**src/rtl/bit_capture.sv**
```systemverilog
// Serial-to-parallel capture of a single-bit stream into DATA_W-bit words,
// buffered in a 2-entry valid/ready FIFO. Optional parity: BIT_CAPTURE_PARITY_EN.
module bit_capture #(
  parameter int DATA_W    = 8,
  parameter bit MSB_FIRST = 1'b1
) (
  input  logic                      clk,
  input  logic                      rst_n,
  input  logic                      pi_bit,
  input  logic                      pi_bit_en,
  input  logic                      pi_clr,
  input  logic                      pi_ready,
  output logic [DATA_W-1:0]         po_data,
  output logic                      po_valid,
  output logic                      po_ovf,
`ifdef BIT_CAPTURE_PARITY_EN
  output logic                      po_parity,
`endif
  output logic [$clog2(DATA_W)-1:0] po_bit_cnt
);

  localparam int CW = $clog2(DATA_W);
`ifdef BIT_CAPTURE_PARITY_EN
  localparam int PAR_W = 1;
`else
  localparam int PAR_W = 0;
`endif
  localparam int EW = DATA_W + PAR_W;
  localparam logic [CW-1:0] LAST_CNT = CW'(DATA_W - 1);

  logic [DATA_W-1:0] shift_q, shift_d;
  logic [CW-1:0]     cnt_q, cnt_d;
  logic              ovf_q, ovf_d;
  logic              wr_ptr_q, wr_ptr_d;
  logic              rd_ptr_q, rd_ptr_d;
  logic [1:0]        occ_q, occ_d;
  logic [EW-1:0]     mem_q [2];

  logic              word_done;
  logic              fifo_full;
  logic              fifo_pop;
  logic              fifo_push;
  logic              fifo_drop;
  logic [DATA_W-1:0] word_next;
  logic [EW-1:0]     entry_next;
  logic [EW-1:0]     head_entry;

  // The completed word is the shifted contents including the bit sampled now.
  always_comb begin
    if (MSB_FIRST) begin
      word_next = {shift_q[DATA_W-2:0], pi_bit};
    end else begin
      word_next = {pi_bit, shift_q[DATA_W-1:1]};
    end
  end

`ifdef BIT_CAPTURE_PARITY_EN
  assign entry_next = {^word_next, word_next};
`else
  assign entry_next = word_next;
`endif

  assign word_done = pi_bit_en && (cnt_q == LAST_CNT);
  assign fifo_full = (occ_q == 2'd2);
  assign fifo_pop  = (occ_q != 2'd0) && pi_ready;
  // A full FIFO still accepts a word when its head leaves on the same edge.
  assign fifo_push = word_done && (!fifo_full || fifo_pop);
  assign fifo_drop = word_done && fifo_full && !fifo_pop;

  always_comb begin
    shift_d  = shift_q;
    cnt_d    = cnt_q;
    ovf_d    = ovf_q;
    wr_ptr_d = wr_ptr_q;
    rd_ptr_d = rd_ptr_q;
    occ_d    = occ_q;
    if (pi_clr) begin
      shift_d  = '0;
      cnt_d    = '0;
      ovf_d    = 1'b0;
      wr_ptr_d = 1'b0;
      rd_ptr_d = 1'b0;
      occ_d    = 2'd0;
    end else begin
      if (pi_bit_en) begin
        shift_d = word_next;
        cnt_d   = word_done ? '0 : cnt_q + CW'(1);
      end
      if (fifo_drop) begin
        ovf_d = 1'b1;
      end
      if (fifo_push) begin
        wr_ptr_d = ~wr_ptr_q;
      end
      if (fifo_pop) begin
        rd_ptr_d = ~rd_ptr_q;
      end
      if (fifo_push && !fifo_pop) begin
        occ_d = occ_q + 2'd1;
      end else if (fifo_pop && !fifo_push) begin
        occ_d = occ_q - 2'd1;
      end
    end
  end

  always_ff @(posedge clk or negedge rst_n) begin
    if (!rst_n) begin
      shift_q  <= '0;
      cnt_q    <= '0;
      ovf_q    <= 1'b0;
      wr_ptr_q <= 1'b0;
      rd_ptr_q <= 1'b0;
      occ_q    <= 2'd0;
    end else begin
      shift_q  <= shift_d;
      cnt_q    <= cnt_d;
      ovf_q    <= ovf_d;
      wr_ptr_q <= wr_ptr_d;
      rd_ptr_q <= rd_ptr_d;
      occ_q    <= occ_d;
    end
  end

  always_ff @(posedge clk or negedge rst_n) begin
    if (!rst_n) begin
      for (int i = 0; i < 2; i++) begin
        mem_q[i] <= '0;
      end
    end else if (!pi_clr && fifo_push) begin
      mem_q[wr_ptr_q] <= entry_next;
    end
  end

  assign head_entry = mem_q[rd_ptr_q];
  assign po_valid   = (occ_q != 2'd0);
  // Outputs read as zero while nothing is buffered.
  assign po_data    = po_valid ? head_entry[DATA_W-1:0] : '0;
`ifdef BIT_CAPTURE_PARITY_EN
  assign po_parity  = po_valid ? head_entry[EW-1] : 1'b0;
`endif
  assign po_ovf     = ovf_q;
  assign po_bit_cnt = cnt_q;

endmodule

```
**config.mk**
```make
export PLATFORM = sky130hd
export DESIGN_NAME = bit_capture
export DESIGN_NICKNAME = d
export VERILOG_FILES = /design/src/rtl/bit_capture.sv
export SDC_FILE = /design/constraint.sdc
export NUM_CORES = 1
export LEC_CHECK = 0
export CAP_MARGIN = 20
export CORE_AREA = 2 2 63 65
export DETAILED_ROUTE_END_ITERATION = 12
export DIE_AREA = 0 0 65 67
export SLEW_MARGIN = 20
export SYNTH_ARGS = -nofsm -noshare
export SYNTH_HDL_FRONTEND = slang
export SYNTH_SLANG_ARGS = --single-unit
```
**constraint.sdc**
```tcl
create_clock -name clk -period 1.7 [get_ports clk]
set_input_delay 0.425 -clock clk [delete_from_list [all_inputs] [get_ports clk]]
set_output_delay 0.425 -clock clk [all_outputs]
set_load 0.01 [all_outputs]
```
======== After elaboration in Yosys (flattened, before gate mapping) ========
Cells that the tools add are included.
storage, ports and cells
  bits in read-only memories .............. 0
  output and inout bits ................... 13
  memories kept ........................... 0
  bits in registers ....................... 31
  latch bits .............................. 0
  input port bits ......................... 6
  word-level logic and storage cells ...... 61
  RAM bits ................................ 0
operators by class
  multipliers ............................. 0
  reductions and logical operators ........ 20
  eq/ne operators ......................... 2
  muxes and demuxes ....................... 21
  div/mod/pow operators ................... 0
  $lt $le $gt $ge ......................... 3
  $add $sub $neg .......................... 3
  shift-type cells ........................ 0
  bitwise operators ....................... 4
operators by type and width
  kind                                                 number
  two-way mux 8 bit                                    5
  bitwise mux 16 bit                                   1
  two-way mux 7 bit                                    2
  nonzero test 2 bit                                   5
  logical AND 1 bit                                    9
  two-way mux 3 bit                                    3
  demux 8 bit (select 1 bit)                           1
  two-way mux 1 bit                                    6
  two-way mux 2 bit                                    3
  >= comparator 2 bit (second input constant)          2
  logical NOT 1 bit                                    4
  inverter 1 -> 2 bit                                  2
  adder 3 x 1 -> 3 bit (second input constant)         1
  == test 3 bit (second input constant)                1
  nonzero test 3 bit                                   1
  adder 2 x 1 -> 2 bit (second input constant)         1
  == test 2 bit (second input constant)                1
  < comparator 2 x 1 -> 1 bit (second input constant)  1
  inverter 1 bit                                       2
  subtractor 2 x 1 -> 2 bit (second input constant)    1
  logical OR 1 bit                                     1

======== Longest topological paths before layout ========
Gate-level depths: netlist of run 1.
  depth in word-level cells ............... 9
  gate-level depth with buffers ........... 6
  mapped depth without buffers ............ 5

======== Least setup slack after synthesis of run 1 ========
No wires, ideal clock.
  path kind ............................... register -> register
  start point ............................. register cnt_q[0] (netlist: po_bit_cnt[0])
  end point ............................... register mem_q[10] (netlist name)
  setup time .............................. 0.125 ns
  stages on the path, launching flop included .. 7
  clock period less this slack ............ 1.965 ns
  slack ................................... -0.265 ns
  data required time ...................... 1.575 ns
  path buffers ............................ 1
  arrival time ............................ 1.840 ns
  path through ............................ dfrtp_1 -> ha_1 -> ha_1 -> nand2_2 -> or4_1 -> buf_6 -> mux2_4
on the way
  cells in the longest elaborated chain, start to end .. 4
RTL lines
  element                        line  source
  start, declared                32    logic [CW-1:0] cnt_q, cnt_d;
  start signal, assigned         116   cnt_q <= cnt_d;
  == test 3 bit                  63    assign word_done = pi_bit_en && (cnt_q == LAST_CNT);
  logical AND 1 bit              63
  logical AND 1 bit              67    assign fifo_push = word_done && (!fifo_full || fifo_pop);
  logical AND 1 bit              129   end else if (!pi_clr && fifo_push) begin
  end signal, assigned by index  130   mem_q[wr_ptr_q] <= entry_next;
  end, declared                  37    logic [EW-1:0] mem_q [2];
No other way between the ends.
A chain may end at the register's enable or synchronous reset.

======== Worst setup path in the final report of run 1 ========
  start point ............................. input pi_bit_en
  end point ............................... register mem_q[14] (netlist name)
on the way
  cells in the longest elaborated chain, start to end .. 3
RTL lines
  element            line  source
  start, declared    10    input logic pi_bit_en,
  logical AND 1 bit  63
  logical AND 1 bit  67
  logical AND 1 bit  129
No other way between the ends.

==> reports/results.ini, run 1 <==
[die]
rows = 22
dieArea_um2 = 4355
start_util_pct = 40.63
dieWidth_um = 65
die_h_um = 67
coreArea_um2 = 3606
io_pins = 19

[clock_tree]
numClockSinks = 31
tritoncts = done
numCtsBuffers = 5
clock_path_buffers = 2
cts_root_buf = clkbuf_8
cts.reportedPaths.clkPinSlew_ps = 60
clk_latency_ps = 270
cts-htree-levels = 2

[placement]
port_buffers = 18
dpl_cell_area_um2 = 1818
hpwlAfterDp_um = 1870
place.gp.congestion = 0.7933

[drt]
wl_met1_um = 1372
routed.top_layer = met4
drt_pass1_iterations = 4
via_per_inst = 5.038
drt_iter0_drc = 46
wirelength_um = 3183
wire_per_inst_um = 15.23
met2WireLength_um = 1638
vias = 1053
wl_met3_um = 109
drc = 0
ant_nets = 0

[cells_and_area]
mostFrequentLayoutCells = 30 x dfrtp_1, 21 x nor2_1, 18 x buf_4
fillers = 335
final_cell_area_um2 = 2011
antennaDiodeCount = 0
final_common_cell = dfrtp_1
nets = 170
area_growth_pct = 37.23
drive_gt1_share_pct = 40.37

[synth]
synth_warnings = 0
syn_nets = 128
synth_edf_count = 0
syn_avg_cell_area_um2 = 12.21
yosys_register_bits = 31
ys_top_cells_by_area = dfrtp_1 53%, mux2i_1 11%, mux2_4 8.2%
seq_area_frac_synth_pct = 52.95
synth.distinct_cells = 30
synth_top_area_share_pct = 52.95
async_flop_share_pct = 100.0
syn_area_um2 = 1465
yosys.area.top_type = dfrtp_1
synthFlopType = dfrtp_1
synth_cells = 120

[critical_path]
endpoint_kind = register
start_kind = input port
r2r_end = mem_q[14]$_DFFE_PN0P_
cp_max_fo = 5
arrival_ps = 1950
endpoint = mem_q[14]$_DFFE_PN0P_
rr_worst_depth = 5
rr_startpoint = po_bit_cnt[1]$_DFFE_PN0P_
startpoint = pi_bit_en
required_ps = 1850
critPathKind = input port to register
reg2reg_slack_ps = -90

[sta]
fin_crit_sh_pct = 105.4
fmax_ghz = 0.5580
hold_viol = 0
setup_slack_ps = -91.96
setup_violations = 8
tns_ps = -492.8
worst_slew_pin_slew_ps = 391.9
relSlewSlack_pct = 73.87
slew_viol_final = 0
clock_skew_ps = 4.403
rsz0062_at_grt = true
post-route-min-period_ps = 1792

[power]
power_density_nw_per_um2 = 671.6
p_leak_uw = 0.0009903
ir_drop_mv = 0.5476

[outcome]
status = complete, but fails checks
violations = negative setup slack

[hold_path]
hp-class = register to register
hold_depth = 2

[global_routing]
first_global_vias = 1076
antenna_found_initial = 0
grt_pass1_wl_um = 5209
grt_max_degree = 32
grtUsageTotal_pct = 16.74
overflow = 0

[job]
drv_cap = 0

## worst max-delay path, stage by stage
cell             delay (ps)
clkdlybuf4s50_1         520
nand2_4                  80
or4_4                   590
mux2_4                  330
## stage by stage
| stage | setup WS, ps | total power (uW) | hold WS (ps) | std cells | util, % |
|---|---|---|---|---|---|
| floorplan | -181.1 | 797.4 | 129.4 | 120 | - |
| global placement | -357.6 | 850.4 | 491.4 | 194 | 50.42 |
| detailed placement | -370.4 | 852.7 | 494.3 | 194 | 50.42 |
| CTS | -79.35 | 1358 | 505.6 | 206 | 54.37 |
| global route | -134.3 | 1428 | 519.4 | 209 | 55.76 |
| finish | -91.96 | 1350 | 504.5 | 209 | 55.76 |
## area by class of cell
type	instances	area (um2)	area share, %
clock buffers	6	72.57	3.609
multi-input cells	80	742.0	36.90
flip-flops and latches	31	777.0	38.64
inverters	3	11.26	0.5600
well taps	48	60.06	2.987
repair buffers	41	347.8	17.30
## per-layer routing
metal	GRT usage [%]	vias up
met4	8.777	0
met3	4.561	5
li1	-	498
met1	20.06	528
met5	0	-
met2	27.45	22
## registers in the layout (all words and copies together) (netlist names)
signal and cells:
shift_q 7, wr_ptr_q 1, rd_ptr_q 1, po_ovf 1, occ_q 2, mem_q 16, po_bit_cnt 3
## cell usage after synthesis (2+ instances only)
| master | number |
|---|---|
| xor2_1 | 2 |
| mux2_2 | 8 |
| nand2_1 | 2 |
| clkbuf_1 | 3 |
| a21oi_1 | 4 |
| ha_1 | 2 |
| nor2_1 | 21 |
| dfrtp_1 | 31 |
| inv_1 | 3 |
| mux2i_1 | 16 |
| o21ai_0 | 2 |
| mux2_4 | 8 |
## how the worst min path moves through the flow
stage / from / end
detailed placement: mem_q[14]$_DFFE_PN0P_ / mem_q[14]$_DFFE_PN0P_
global route: po_ovf$_DFFE_PN0P_ / po_ovf$_DFFE_PN0P_
CTS: po_ovf$_DFFE_PN0P_ / po_ovf$_DFFE_PN0P_
floorplan: rst_n / mem_q[0]$_DFFE_PN0P_
finish: po_ovf$_DFFE_PN0P_ / po_ovf$_DFFE_PN0P_
global placement: mem_q[2]$_DFFE_PN0P_ / mem_q[2]$_DFFE_PN0P_
## power breakdown
group	internal (uW)	switching, uW	leakage, uW	total (uW)
registers	745	7.08	0.000429	752
logic	44.7	50.2	0.000524	94.9
clock network	272	232	0.0000371	504
total	1060	289	0.000990	1350
## cells by family after synthesis
| logic type | after synthesis | share of synthesized area, % |
|---|---|---|
| compound gates | 11 | 5.039 |
| xor+xnor | 2 | 1.196 |
| fa+ha+maj | 2 | 1.708 |
| buf+inv | 10 | 3.244 |
| flops | 31 | 52.95 |
| mux | 32 | 25.28 |
| simple gates | 32 | 10.59 |
## what timing repair did
item	CTS	global route
hold buffers	0	0
pin swaps	1	3
resized for setup	47	9
setup endpoints to repair	28	24
cloned	1	1
setup buffers	5	2
No activity file was read; power rests on OpenSTA's default activity.
==> inputs of run 2 (changes only) <==
--- a/config.mk
+++ b/config.mk
@@ -9,6 +9,7 @@
 export CORE_AREA = 2 2 63 65
 export DETAILED_ROUTE_END_ITERATION = 12
 export DIE_AREA = 0 0 65 67
+export PLACE_DENSITY_LB_ADDON = 0.3
 export SLEW_MARGIN = 20
 export SYNTH_ARGS = -nofsm -noshare
 export SYNTH_HDL_FRONTEND = slang
==> run 2 against run 1 <==
Net effect: the flow still finishes with violations (negative setup slack); final area is 1.7% higher; first-iteration DRC count down 50%; flip-flop and latch count stayed put; final cell count grew 1.4%; power rose by 18%; largest power group is now the clock network.
==> reports/results.ini, run 2 (synthesis results as in run 1) <==
[sta]
fin_crit_sh_pct = 103.7  ; -1.7 points
hold_ws_ps = 510.8  ; +6.284 ps
post-route-min-period_ps = 1762  ; -29.69 ps
rsz0062_at_grt = true
clock_skew_ps = 7.429  ; +3.026 ps
fmax_ghz = 0.5675  ; +1.7%
setup_violations = 8  ; unchanged
relSlewSlack_pct = 75.17  ; +1.3 points
worst_slew_pin_slew_ps = 372.5  ; -19.42 ps
slew_viol_final = 0  ; unchanged
hold_viol = 0  ; unchanged
setup_slack_ps = -62.27  ; +29.69 ps

[clock_tree]
numCtsBuffers = 5  ; unchanged
tritoncts = done
clock_path_buffers = 2  ; unchanged
cts_root_buf = clkbuf_8
cts.reportedPaths.clkPinSlew_ps = 60  ; about the same
numClockSinks = 31  ; unchanged
cts_hold_buffers = 0  ; unchanged
clk_latency_ps = 290  ; +20 ps
cts-htree-levels = 2  ; unchanged

[cells_and_area]
largest_reg_flops = 16  ; unchanged
antennaDiodeCount = 0  ; unchanged
final_cell_area_um2 = 2044  ; +1.7%
finish.utilization_pct = 56.70  ; +0.94 points
mostFrequentLayoutCells = 30 x dfrtp_1, 21 x nor2_1, 18 x buf_4
regMostFlops = mem_q
area_growth_pct = 39.54
drive_gt1_share_pct = 41.46  ; +1.1 points
nets = 171  ; +0.59%
final_common_cell = dfrtp_1

[die]
start_util_pct = 40.63  ; unchanged
coreArea_um2 = 3606  ; unchanged
dieWidth_um = 65  ; unchanged
rows = 22  ; unchanged
dieArea_um2 = 4355  ; unchanged
die_h_um = 67  ; unchanged
io_pins = 19  ; unchanged

[global_routing]
grtUsageTotal_pct = 16.92  ; +0.18 points
met1_usage_pct = 20.17  ; +0.11 points
antenna_found_initial = 0  ; unchanged
first_global_vias = 1045  ; -2.9%
met2_usage_pct = 27.96  ; +0.52 points
grt-busiest-layer = met2
grtUsageMet3_pct = 4.561  ; unchanged
overflow = 0  ; unchanged
grt_pass1_wl_um = 5209  ; unchanged
grt_max_degree = 32  ; unchanged

[power]
p_total_uw = 1593  ; +18%
power_density_nw_per_um2 = 779.1  ; +16%
ir_drop_mv = 0.7752  ; +42%
p_leak_uw = 0.001002  ; +1.2%

[drt]
drt_pass1_iterations = 4  ; unchanged
drt_iter0_drc = 23  ; -50%
ant_nets = 0  ; unchanged
vias = 1032  ; -2.0%
via_per_inst = 4.868  ; -3.4%
wirelength_um = 3153  ; -0.94%
wire_per_inst_um = 14.87  ; -2.3%
drc = 0  ; unchanged

[critical_path]
start_kind = register
rr_startpoint = po_bit_cnt[1]$_DFFE_PN0P_
endpoint_kind = register
rr_worst_depth = 5  ; unchanged
critPathKind = register to register
cp_max_fo = 5  ; unchanged
r2r_end = mem_q[14]$_DFFE_PN0P_
arrival_ps = 1930  ; -20 ps
required_ps = 1870  ; +20 ps
reg2reg_slack_ps = -60  ; +30 ps

[hold_path]
holdPathEnd = mem_q[13]$_DFFE_PN0P_
hp-class = register to register
hp-start = mem_q[13]$_DFFE_PN0P_
hold_depth = 1  ; -1

[placement]
pre_cts_slack_ps = -373.1  ; -2.714 ps
place.gp.congestion = 0.7792  ; -1.8%
port_buffers = 18  ; unchanged
hpwlAfterDp_um = 1971  ; +5.4%
dpl_cell_area_um2 = 1813  ; -0.28%

[job]
drv_cap = 0  ; unchanged

[outcome]
status = complete, but fails checks
violations = negative setup slack

## run 2: cell types whose count changed in the layout (fill, tap and decap cells not counted), sizes merged
cell,change
clkinv,+1
bufinv,+1
dlymetal6s2s,-1
dlygate4sd2,+1
clkbuf,-2
buf,+2
clkdlybuf4s50,+1
## run 2: worst max-delay path by stage
stage,startpoint,end,slack (ps),cells past startpoint
finish,po_bit_cnt[1]$_DFFE_PN0P_,mem_q[14]$_DFFE_PN0P_,-60,5
global route,po_bit_cnt[1]$_DFFE_PN0P_,mem_q[14]$_DFFE_PN0P_,-110,5
CTS,po_bit_cnt[1]$_DFFE_PN0P_,mem_q[15]$_DFFE_PN0P_,-80,5
detailed placement,pi_bit_en,mem_q[15]$_DFFE_PN0P_,-370,4
global placement,pi_bit_en,mem_q[13]$_DFFE_PN0P_,-360,4
floorplan,po_bit_cnt[0]$_DFFE_PN0P_,mem_q[10]$_DFFE_PN0P_,-180,6
## run 2: final cells by class
cell class	instances	area, um2
clock buffer	6	82.58
tap	48	60.06
timing repair buffer	42	346.6
fill	315	1562
multi-input combinational	80	732.0
sequential	31	777.0
inverter	3	11.26
clock inverter	2	35.03
## run 2: worst max-delay path, stage by stage (launching register included)
cell and delay (ps):
dfrtp_1 360, ha_2 190, ha_4 140, nand2_4 60
or4_4 560, mux2_4 330
## run 2: what timing repair did
action                                  in CTS  in global routing
setup buffers                                4                  4
endpoints found under the setup margin      29                 20
pin swaps                                    2                  2
resized for setup                           43                 12
gates cloned                                 1                  0
## run 2: report_power, final
part | leakage [uW] | total [uW] | switching, uW | internal (uW)
registers | 0.000429 | 750 | 5.88 | 744
clock network | 0.0000612 | 751 | 278 | 474
logic | 0.000512 | 91.3 | 48.1 | 43.2
## run 2: per-layer routing
layer | share of wire, % | up-vias
met4 | 2.4 | 0
met3 | 2.9 | 6
li1 | - | 505
met5 | 0 | -
met1 | 44 | 502
met2 | 51 | 19
## run 2: through the flow
| step | TNS [ps] | cells |
|---|---|---|
| floorplan | -2022 | 120 |
| global placement | -6708 | 195 |
| detailed placement | -6989 | 195 |
| CTS | -498.7 | 208 |
| global route | -905.6 | 212 |
| finish | -338.1 | 212 |
==> inputs of run 3 (changes only) <==
--- a/config.mk
+++ b/config.mk
@@ -7,6 +7,7 @@
 export LEC_CHECK = 0
 export CAP_MARGIN = 20
 export CORE_AREA = 2 2 63 65
+export CTS_CLUSTER_DIAMETER = 30
 export DETAILED_ROUTE_END_ITERATION = 12
 export DIE_AREA = 0 0 65 67
 export PLACE_DENSITY_LB_ADDON = 0.3
==> results of run 3 <==
No change in the layout: final DEF, timing and power equal those of run 2.
==> edit 1: new RTL, flow settings as in run 1 <==
Build with the macro `BIT_CAPTURE_PARITY_EN` defined.
--- a/src/rtl/bit_capture.sv
+++ b/src/rtl/bit_capture.sv
@@ -1,5 +1,7 @@
 // Serial-to-parallel capture of a single-bit stream into DATA_W-bit words,
 // buffered in a 2-entry valid/ready FIFO. Optional parity: BIT_CAPTURE_PARITY_EN.
+`define BIT_CAPTURE_PARITY_EN
+
 module bit_capture #(
   parameter int DATA_W    = 8,
   parameter bit MSB_FIRST = 1'b1
Formal check against the unedited RTL (old outputs only; new: po_parity): same outputs for any inputs over 10 cycles, from zero or initial values and one cycle with rst_n low; that may be too few to reach the edited logic, so the function may still have changed.
==> edit 1 against run 1 <==
  * Power increased by 13%
  * Count of clock-buffer cells in the layout increased by 1
  * Area after synthesis increased by 7.5%
  * Sequential cell count increased by 2
  * Routed wire length decreased by 3.4%
  * First-iteration DRC count increased by 39%
  * Setup slack improved by 0.14 ns
  * Sequential share of layout area increased by 0.60 points
  * Global-route usage increased by 0.15 points
  * Final area increased by 4.7%
  * Die area unchanged
==> edit 1: results <==
group,metric,value,unit
synthesis,post_synth_most_frequent_cells,"33 x dfrtp_1, 22 x nor2_1, 18 x mux2_2, 18 x mux2i_1, 7 x xnor2_1",
route,drtIter0Drc,64,
finish,top_register,"mem_q",
cts,ctsResizeCount,44,
placement,hpwl,2.06,mm
synthesis,ys_types,23,
global_routing,grt_util_all_layers,16.9,%
setup_path,arrival,1.23,ns
synthesis,yosysSeqAreaShare,52.4,%
synthesis,synthTopCellsByArea,"dfrtp_1 52%, mux2_2 13%, mux2i_1 11%, nor2_1 5.2%, xnor2_1 3.9%",
sta,worst_hold_slack,0.501,ns
placement,port_buffers,19,
placement,finalWeightedCongestion,0.758,
global_routing,grt_use_met3,3.04,%
cts,postCtsSetupBuffers,3,
sta,worst_pin_slew,0.305,ns
synthesis,synthCells,133,
status,status,"finished clean",
power_and_ir_drop,leakage,1.01,nW
global_routing,antenna_found_initial,0,
finish,fin_nets,182,
power_and_ir_drop,peakVddDrop,545,µV
sta,fin_skew,0.00948,ns
placement,placed_cell_area,1960,µm²
route,avgRoutedWirePerCell,13.8,µm
global_routing,grt_max_degree,34,
finish,largest_reg_flops,18,
route,wirelength,3.08,mm
placement,dp_cells,209,
global_routing,met2_usage,26.0,%
global_routing,grt_pass1_wl,5.44,mm
finish,nFillCells,328,
synthesis,synth_edf_count,0,
global_routing,grt_use_met1,23.6,%
synthesis,syn_nets,141,
route,routed-wl-met3,77,µm
placement,pre_cts_ws,-0.307,ns
setup_path,reg2reg_slack,0.08,ns
route,top_layer,"met4",
global_routing,grt_pass1_vias,1096,
route,wirelength_met1,1.54,mm
sta,fin_ws,0.0456,ns
route,route.met2.wl,1.44,mm
finish,layout-drive-gt1-share,39.4,%
route,via_per_inst,4.88,
-- edit 1: cell count changes after synthesis, moves of 2 or more --
cell            run 1  this run
mux2_2              8        18
mux2_4              8         0
xnor2_1             0         7
buf_2               1         3
dfrtp_1            31        33
mux2i_1            16        18
nor3_1              1         3
-- edit 1: area by class of cell --
class	count	area (µm²)	share of cell area (%)
Multi-Input combinational cell	93	776	36.9
Clock buffer	7	96.3	4.58
Timing Repair Buffer	39	334	15.9
Inverter	2	7.51	0.357
Clock inverter	1	5.00	0.238
Sequential cell	33	826	39.2
Tap cell	48	60.1	2.85
-- edit 1: report_power, final --
group          switching, mW  leakage [nW]  internal [mW]
clock network          0.259        0.0542          0.365
logic                 0.0544         0.498         0.0493
registers            0.00712         0.459          0.792
total                  0.320          1.01           1.21
-- edit 1: cell families (layout without fill, tap and decap cells) --
| family | after synthesis | after routing | synth area share [%] |
|---|---|---|---|
| flops | 33 | 33 | 52.4 |
| mux | 36 | 36 | 24.3 |
| xor+xnor | 9 | 9 | 5.00 |
| buf+inv | 8 | 49 | 2.22 |
| simple gates | 35 | 36 | 11.0 |
| fa+ha+maj | 2 | 2 | 1.59 |
| compound gates | 10 | 10 | 3.42 |
-- edit 1: path summary, 6_finish.rpt --
| kind | from | endpoint | cells after the start |
|---|---|---|---|
| min | po_ovf | po_ovf | 2 |
| max in group asynchronous | rst_n | shift_q[3] | 2 |
| min in group asynchronous | rst_n | po_bit_cnt[2] | 2 |
| max reg2reg | po_bit_cnt[1] | mem_q[17] | 6 |
| min reg2reg | po_ovf | po_ovf | 2 |
| max | occ_q[0] | po_data[3] | 5 |
-- edit 1: worst max-delay path: stages, from the launching register on --
cell	delay (ns)
dfrtp_1	0.40
nor2_2	0.14
buf_6	0.12
buf_6	0.11
nor2_1	0.04
buf_2	0.13
==> edit 2: new RTL, settings of run 1 <==
Without the edit above. Put one more register stage on the output `po_ovf`. The value now appears one clock later. The other outputs are not delayed to match.
--- a/src/rtl/bit_capture.sv
+++ b/src/rtl/bit_capture.sv
@@ -138,7 +138,13 @@
 `ifdef BIT_CAPTURE_PARITY_EN
   assign po_parity  = po_valid ? head_entry[EW-1] : 1'b0;
 `endif
-  assign po_ovf     = ovf_q;
+  always_ff @(posedge clk or negedge rst_n) begin
+    if (!rst_n) begin
+      po_ovf <= '0;
+    end else begin
+      po_ovf <= ovf_q;
+    end
+  end
   assign po_bit_cnt = cnt_q;
 
 endmodule
Function: same outputs for any inputs over 10 cycles, from zero or initial values and one cycle with rst_n low; that may be too few to reach the edited logic, so the function may still have changed.
==> edit 2 against run 1 <==
  * The run still ends with negative setup slack left
  * Routed wire length fell by 2.8%
  * First-iteration DRC count rose by 2.2%
  * Non-clock buffer count did not move
  * Sequential cell count rose by 1
  * Area after synthesis rose by 1.7%
  * Final area rose by 2.4%
  * Clock skew fell by 0.00074 ns
  * Setup slack improved by 0.024 ns
  * Power rose by 3.3%
  * Critical endpoint is now mem_q[10]
==> edit 2: results <==
group,metric,value,unit
synthesis,async_flop_share,100,%
synthesis,syn_area_per_cell,12.3,µm²
synthesis,post_synth_most_frequent_cells,"32 x dfrtp_1, 21 x nor2_1, 16 x mux2i_1",
synthesis,synthTopCellsByArea,"dfrtp_1 54%, mux2i_1 11%, mux2_4 8.1%, mux2_2 6.0%, nor2_1 5.3%",
global_routing,grt_use_met3,4.05,%
sta,fin_ws,-0.0676,ns
synthesis,yosys_warnings,0,
sta,setup_viol,16,
sta,worst_pin_slew,0.390,ns
synthesis,synthMuxAreaShare,24.9,%
sta,fin_skew,0.00366,ns
setup_path,startpoint_type,"register",
synthesis,syn_nets,129,
power_and_ir_drop,p_comb_share,6.3,%
finish,top_register,"mem_q",
placement,pre_cts_ws,-0.371,ns
finish,layout-drive-gt1-share,43.6,%
route,drtIter0Drc,47,
global_routing,grt_util_all_layers,16.7,%
power_and_ir_drop,p_sw,0.309,mW
route,wirelength_met1,1.37,mm
power_and_ir_drop,sequentialPowerShare,55.5,%
global_routing,grt_use_met1,19.2,%
route,wirelength,3.10,mm
route,route.met2.wl,1.55,mm
placement,finalWeightedCongestion,0.721,
synthesis,synthAdderAreaFrac,1.68,%
global_routing,grt_max_degree,33,
global_routing,grt_pass1_vias,1115,
cts,ctsResizeCount,52,
route,drtPass1Iterations,5,
global_routing,grt_pass1_wl,5.31,mm
setup_path,arrival,1.93,ns
finish,layout.cells.non_filler,211,
route,routed-wl-met3,117,µm
placement,dp_cells,196,
worst_hold_path,hp-class,"register to register",
status,status,"finished with violations",
power_and_ir_drop,leakage,0.994,nW
synthesis,yosysSeqAreaShare,53.7,%
synthesis,synth_xor_area_share,1.18,%
setup_path,rr_startpoint,"po_bit_cnt[0]",
route,via_count,1038,
synthesis,synth_compound_area_share,4.95,%
global_routing,met2_usage,29.5,%
setup_path,worst_r2r_endpoint,"mem_q[10]",
finish,fin_nets,171,
power_and_ir_drop,peakVddDrop,414,µV
status,violations,"negative setup slack",
==> edit 2: changes by cell type in the layout (fill, tap and decap cells not counted), sizes merged <==
cell	delta
dlygate4sd2	+1
clkdlybuf4s50	+1
clkinv	+1
dfrtp	+1
dlymetal6s2s	-1
buf	+1
clkbuf	-2
==> edit 2: through the flow <==
| stage | hold slack [ns] | instance area, µm² | TNS (ns) | total power [mW] | util (%) |
|---|---|---|---|---|---|
| finish | 0.400 | 2060 | -0.486 | 1.40 | 57.1 |
| global route | 0.417 | 2060 | -1.44 | 1.47 | 57.1 |
| CTS | 0.405 | 2010 | -0.527 | 1.42 | 55.6 |
| detailed placement | 0.387 | 1840 | -7.64 | 0.876 | 51.0 |
| global placement | 0.377 | 1840 | -7.20 | 0.874 | 51.0 |
| floorplan | 0.129 | 1510 | -2.02 | 0.822 | - |
==> edit 2: area by class of cell <==
cell class,count,area (µm²)
tap,48,60.1
clock inverter,1,5.00
timing repair buffer,41,349
sequential,32,802
clock buffer,6,72.6
fill,307,1550
multi-input combinational,80,758
inverter,3,11.3
==> edit 2: how the worst min path moves through the flow <==
stage	startpoint	end	slack, ns	cells past startpoint
after floorplan	rst_n	mem_q[0]	0.13	0
after global placement	ovf_q	po_ovf	0.38	0
after detailed placement	ovf_q	po_ovf	0.39	0
after CTS	ovf_q	po_ovf	0.41	0
after global routing	ovf_q	po_ovf	0.42	0
final	ovf_q	po_ovf	0.40	0
==> edit 2: worst max-delay path, cell delays in order (launching register included) <==
cell,delay (ns)
dfrtp_1,0.36
ha_2,0.20
ha_4,0.14
nand2_4,0.06
or4_4,0.56
mux2_4,0.33
